--- config.mk ---
export PLATFORM = sky130hd
export DESIGN_NAME = conversor_bin_bcd_seq
export DESIGN_NICKNAME = d
export VERILOG_FILES = /design/src/rtl/conversor_bin_bcd_seq.sv
export SDC_FILE = /design/constraint.sdc
export NUM_CORES = 1
export LEC_CHECK = 0
export ABC_AREA = 1
export CAP_MARGIN = 5
export CORE_MARGIN = 2
export CORE_UTILIZATION = 54
export CTS_CLUSTER_SIZE = 30
export DETAILED_ROUTE_END_ITERATION = 10
export PLACE_DENSITY = 0.81
export SETUP_SLACK_MARGIN = 0.02
export SYNTH_ARGS = -nofsm -noshare
export SYNTH_HDL_FRONTEND = slang
export SYNTH_SLANG_ARGS = --single-unit
--- constraint.sdc ---
create_clock -name clk -period 1.6 [get_ports clk]
set_input_delay 0.32 -clock clk [delete_from_list [all_inputs] [get_ports clk]]
set_output_delay 0.32 -clock clk [all_outputs]
set_load 0.01 [all_outputs]
--- src/rtl/conversor_bin_bcd_seq.sv ---
// Sequential binary-to-BCD converter (shift-and-add-3, one bit per clock).
// Optional two's complement input with separate sign flag; start/busy/done handshake.
module conversor_bin_bcd_seq #(
    parameter int unsigned WIDTH  = 8,
    parameter int unsigned DIGITS = 3
) (
    input  logic                  clk,
    input  logic                  rst_n,
    input  logic                  start,
    input  logic                  signed_mode,
    input  logic [WIDTH-1:0]      bin_in,
    output logic                  busy,
    output logic                  done,
    output logic [4*DIGITS-1:0]   bcd_out,
    output logic                  negative
);

    localparam int unsigned BCDW = 4 * DIGITS;
    localparam int unsigned CW   = $clog2(WIDTH + 1);

    typedef enum logic {
        IDLE,
        CONV
    } state_t;

    state_t                state_q, state_d;
    logic [WIDTH-1:0]      bin_q, bin_d;
    logic [BCDW-1:0]       scr_q, scr_d;
    logic [CW-1:0]         cnt_q, cnt_d;
    logic                  sign_q, sign_d;
    logic                  done_q, done_d;
    logic [BCDW-1:0]       bcd_q, bcd_d;
    logic                  neg_q, neg_d;

    logic [WIDTH-1:0]      mag;
    logic [BCDW-1:0]       adj;
    logic [BCDW+WIDTH-1:0] shifted;

    // Magnitude of the request: two's complement negate only for signed negative inputs
    always_comb begin
        mag = bin_in;
        if (signed_mode && bin_in[WIDTH-1]) begin
            mag = ~bin_in + WIDTH'(1);
        end
    end

    // Add-3 correction on every scratch digit >= 5, then shift {scratch, binary} left
    always_comb begin
        adj = scr_q;
        for (int unsigned i = 0; i < DIGITS; i++) begin
            if (scr_q[4*i +: 4] >= 4'd5) begin
                adj[4*i +: 4] = scr_q[4*i +: 4] + 4'd3;
            end
        end
        // Top scratch bit never carries for legal WIDTH/DIGITS, so it is dropped
        shifted = {adj[BCDW-2:0], bin_q, 1'b0};
    end

    // Next-state and datapath update for the IDLE/CONV controller
    always_comb begin
        state_d = state_q;
        bin_d   = bin_q;
        scr_d   = scr_q;
        cnt_d   = cnt_q;
        sign_d  = sign_q;
        done_d  = 1'b0;
        bcd_d   = bcd_q;
        neg_d   = neg_q;
        unique case (state_q)
            IDLE: begin
                if (start) begin
                    bin_d   = mag;
                    sign_d  = signed_mode & bin_in[WIDTH-1];
                    scr_d   = '0;
                    cnt_d   = CW'(WIDTH);
                    state_d = CONV;
                end
            end
            CONV: begin
                scr_d = shifted[BCDW+WIDTH-1:WIDTH];
                bin_d = shifted[WIDTH-1:0];
                cnt_d = cnt_q - CW'(1);
                if (cnt_q == CW'(1)) begin
                    bcd_d   = shifted[BCDW+WIDTH-1:WIDTH];
                    neg_d   = sign_q;
                    done_d  = 1'b1;
                    state_d = IDLE;
                end
            end
            default: state_d = IDLE;
        endcase
    end

    // State and datapath registers with asynchronous active-low reset
    always_ff @(posedge clk or negedge rst_n) begin
        if (!rst_n) begin
            state_q <= IDLE;
            bin_q   <= '0;
            scr_q   <= '0;
            cnt_q   <= '0;
            sign_q  <= 1'b0;
            done_q  <= 1'b0;
            bcd_q   <= '0;
            neg_q   <= 1'b0;
        end else begin
            state_q <= state_d;
            bin_q   <= bin_d;
            scr_q   <= scr_d;
            cnt_q   <= cnt_d;
            sign_q  <= sign_d;
            done_q  <= done_d;
            bcd_q   <= bcd_d;
            neg_q   <= neg_d;
        end
    end

    assign busy     = (state_q == CONV);
    assign done     = done_q;
    assign bcd_out  = bcd_q;
    assign negative = neg_q;

endmodule

---- Word-level counts from Yosys, hierarchy flattened ----
Cells that the tools add are included.
storage, ports and cells
  register bits ........................... 40
  latch bits .............................. 0
  memory bits (writable) .................. 0
  ROM bits ................................ 0
  input port bits ......................... 12
  output and inout bits ................... 15
  word-level logic and storage cells ...... 39
  memories kept ........................... 0
operators by class
  $add $sub $neg .......................... 5
  multipliers ............................. 0
  divide/modulo/power cells ............... 0
  magnitude comparators ................... 3
  eq/ne operators ......................... 2
  shifts and indexed selects .............. 0
  mux-type cells .......................... 15
  bitwise operators ....................... 3
  reduce and logical (&&, ||, !) cells .... 3
operator list
  kind                                                                   number
  12-bit case mux with 2 select lines                                    1
  8-bit two-way mux                                                      2
  8-bit case mux with 2 select lines                                     1
  4-bit by 3-bit >= comparator with 1-bit output, second input constant  3
  12-bit two-way mux                                                     1
  4-bit two-way mux                                                      3
  4-bit by 2-bit adder with 4-bit output, second input constant          2
  8-bit by 1-bit adder with 8-bit output, second input constant          1
  8-bit NOT                                                              1
  4-bit case mux with 2 select lines                                     1
  4-bit by 1-bit equality test with 1-bit output, second input constant  1
  1-bit two-way mux                                                      4
  2-bit AND reduction                                                    2
  4-bit by 1-bit subtractor with 4-bit output, second input constant     1
  3-bit by 2-bit adder with 3-bit output, second input constant          1
  3-bit two-way mux                                                      1
  2-bit inequality test, second input constant                           1
  1-bit case mux with 2 select lines                                     1
  1-bit AND                                                              1
  1-bit logical AND                                                      1
  1-bit NOT                                                              1

---- Logic depth before layout (Yosys ltp) ----
  depth after elaboration ................. 5
  mapped depth ............................ 8
  depth with buffers taken out ............ 8

---- Worst setup path before layout ----
Ideal clock, no wire load.
  path kind ............................... register to register
  from .................................... register cnt_q[1]
  to ...................................... register bcd_q[4] (netlist: bcd_out[4])
  library setup time ...................... 118 ps
  data arrival time ....................... 1115 ps
  data required time ...................... 1482 ps
  slack ................................... 368 ps
  cell stages (with the launch flop) ...... 9
  buffers on the path ..................... 1
  period minus slack after synthesis ...... 1232 ps
  cells stage by stage .................... dfrtp_1 -> inv_1 -> ha_1 -> nand2_1 -> nor3_4 -> inv_2 -> buf_6 -> nand2_1 -> nand2_1
on the way
  longest elaborated chain between the ends .. 2
ends and longest elaborated chain
  what                                            RTL line  text
  from (decl)                                     29        logic [CW-1:0] cnt_q, cnt_d;
  from (signal assigned)                          109       cnt_q <= cnt_d;
  4-bit by 1-bit equality test with 1-bit output  83        if (cnt_q == CW'(1)) begin
  2-bit AND reduction (no line)                   n/a
  to (signal assigned)                            103       bcd_q <= '0;
  to (signal assigned)                            112       bcd_q <= bcd_d;
  to (decl)                                       32        logic [BCDW-1:0] bcd_q, bcd_d;
Every way passes these cells.
A chain may end at the register's enable or synchronous reset.

---- Worst setup path in the final report ----
  from .................................... register state_q (netlist: busy)
  to ...................................... output port busy
RTL lines
  what                    RTL line  text
  from (decl)             26        state_t state_q, state_d;
  from (signal assigned)  106       state_q <= state_d;
  to (decl)               12        output logic busy,
No word-level cell between the ends.

==> run summary <==
Status -> completed
Mean Syn Cell Area -> 8.38 sq um
Largest area contributor in the synthesized netlist -> dfrtp_1
Worst Min Path Start -> negative
Cell area after technology mapping -> 2040 sq um
Power per Cell Area -> 1890 nW/um^2
Clock tree from TritonCTS -> done
Effective utilization at floorplan -> 0.561
Antenna Nets Post-Route -> 0
Post-route design area -> 2500 sq um
Final-stage net count -> 300
Largest delay contributor family on the critical path -> buffers and inverters
Power, Total -> 4.72 mW
Post-synthesis compound-gate area fraction -> 0.116
Maximum operating frequency -> 0.666 GHz
Layout cells sized above 1 -> 0.0821
Share of the synthesized netlist area taken by xor and xnor gates -> 0
Post-synthesis instance total -> 243
Commonest cells after routing, fill and taps aside -> nand2_1, dfrtp_1, nand3_1, inv_1, clkdlybuf4s50_1
Vias in the first global route -> 1,602
Placed Area -> 2370 sq um
RSZ-0062 raised after global routing -> no
Final critical-path share of the clock period -> 0.939
Nets in the synthesized netlist -> 264
Total global-route track usage -> 0.215
Final routed DRC violation total -> 0
Total number of vias -> 1,731
Clock transition at path regs -> 0.08 ns
Number of fill cells in the layout -> 311
Proportion of synthesized area in mux cells -> 0
Sequential area share after synthesis -> 0.491
Time the worst path needs with I/O delays and setup -> 1.50 ns
CP max stage cell -> clkdlybuf4s50_1
Destination of the worst register-to-register timing path -> bcd_out[0]
Largest net degree at the start of global routing -> 25
DRT Pass-1 Iters -> 4
Destination of the worst hold path -> negative
Register bit count reported by yosys -> 40
Worst slack, placed -> 0.0197 ns
Cell depth of the worst hold path -> 2
Setup slack after layout -> 0.0976 ns
Overall die height -> 65.4 um
N_diodes -> 0
DRC violation total after the first TritonRoute iteration -> 118
Die width -> 65.4 um
Unique masters post-synth -> 23
Placed wire-length estimate after detailed placement -> 2950 um
Most common library cell in the layout ignoring fill and taps -> nand2_1
Area fraction in and, or, nand and nor cells after synthesis -> 0.264
Synthesis-to-layout area growth -> 22.5%
Number of clock sinks -> 40
Dominant cells by area after synthesis -> dfrtp_1, nand2_1, nand3_1
Post-layout util -> 0.687
Max VDD drop -> 0.664 mV
Combinational family with the most area after synthesis -> simple AND/OR/NAND/NOR gates
Number of antenna violations at the first check in global routing -> 0
Post-route clock skew -> 0.00608 ns
Number of warning messages in the yosys log -> 0
Kind of critical path -> reg -> out
First-pass GRT wire length -> 7100 um
Detail-routed net length per standard cell -> 12.1 um
Buffer cell driving the clock tree root -> clkbuf_8
Leakage power -> 1.27 nW
Number of standard-cell rows in the floorplan -> 22
Largest stage delay, worst path -> 0.54 ns
Weighted congestion reported at the end of routability-driven placement -> 0.844
Arrival time at the worst endpoint -> 1.18 ns
Number of buffers and inverters on the critical path -> 1
Max-cap check violation count -> 0
Clock buffers created by TritonCTS -> 5
Type of destination of the critical path -> output pin
Post-synthesis share of cell area spent on full adders, half adders and majority gates -> 0.0553
Via density per instance -> 5.28
Port-buffer cells -> 26
Top Ports -> 27
Kind of launch point of the worst setup path -> flop
Core Box Area -> 3630 sq um
Class of the most critical hold timing path -> reg -> reg
Critical path required time -> 1.28 ns
Maximum fanout along the worst path -> 2
Max-slew violation count -> 0
Final-report hold violation count -> 0
Gr ovfl total -> 0
Cells traversed along the worst timing path -> clkdlybuf4s50_1
Reg-to-Reg Start -> busy
# H-tree levels -> 2
Final setup violating endpoints -> 0
Worst Tran Pin Value -> 0.407 ns
Clock latency at the later pin of the worst-skew pair -> 0.29 ns
Total Routed Length -> 3980 um
Die area -> 4280 sq um
Yosys top cell area share -> 0.491
Reg2reg path depth -> 6
Aggregate negative setup slack -> 0 ns
Maximum buffer depth of the clock tree -> 2
Slew HR -> 0.729
Post CTS Setup Buffer Count -> 0
Register-to-register setup slack -> 0.20 ns
==> kinds of logic after synthesis <==
kind of cell	count (synthesis)
adders and majority gates	9
and+or+nand+nor	122
DFF	40
AOI/OAI and AO/OA	40
buffers and inverters	32
==> where the power goes <==
part | switching, mW | internal, mW
sequential | 0.303 | 1.45
clock | 0.344 | 0.461
combinational | 1.24 | 0.919
total | 1.89 | 2.83
==> sequential cells by signal (all words and copies together), names as in the netlist <==
name / cells
negative: 1
bin_q: 8
cnt_q: 4
done: 1
scr_q: 12
busy: 1
sign_q: 1
bcd_out: 12
==> cell usage after synthesis <==
library cell / instances
nand3_1: 30
nand2_1: 76
o21ai_2: 1
inv_1: 25
o22ai_1: 5
nand2_4: 1
inv_2: 1
o21ai_1: 2
a21oi_1: 1
o211ai_1: 2
inv_4: 1
ha_1: 9
dfrtp_1: 40
a22oi_1: 8
buf_2: 1
o21ai_0: 20
nor2_1: 11
nor3_4: 1
nand4_1: 2
a31oi_1: 1
buf_4: 1
nor2_8: 1
buf_6: 3
==> repair_timing <==
item                                    in CTS  in global routing
gates resized for setup                      0                  1
endpoints found under the setup margin       0                  4
endpoints found under the hold margin       16                  0
hold buffers                                 1                  0
==> through the flow <==
stage                     std cells  hold WS [ns]
after floorplan                 243        0.0244
after global placement          319         0.270
after detailed placement        319         0.270
after CTS                       328         0.481
after global routing            328         0.500
final                           328         0.476
==> how the worst max path moves through the flow <==
| stage | from | to | slack (ns) | depth (start not counted) |
|---|---|---|---|---|
| after detailed placement | bin_in[0] | bin_q[6] | 0.02 | 9 |
| final | busy | busy | 0.1 | 1 |
| after global placement | bin_in[1] | bin_q[6] | 0.07 | 9 |
| after floorplan | cnt_q[1] | bcd_out[4] | 0.37 | 8 |
| after global routing | bcd_out[3] | bcd_out[3] | 0.05 | 1 |
| after CTS | bcd_out[0] | bcd_out[0] | 0.08 | 1 |
==> layer usage <==
metal,vias to the layer above,GRT usage,wire (um)
met5,-,0,0
met4,0,0.0938,74
met3,8,0.0308,148
met2,46,0.344,1910
met1,805,0.293,1850
li1,872,-,-
==> cell type report <==
type,instances,area (sq um),area share
multi-input combinational,171,890,0.356
clock buffer,5,68.8,0.0276
clock inverter,3,42.5,0.0170
inverter,27,104,0.0416
tap,48,60.1,0.0241
timing repair buffer,34,330,0.132
sequential,40,1000,0.401
Power figures use the tool's default switching activity.
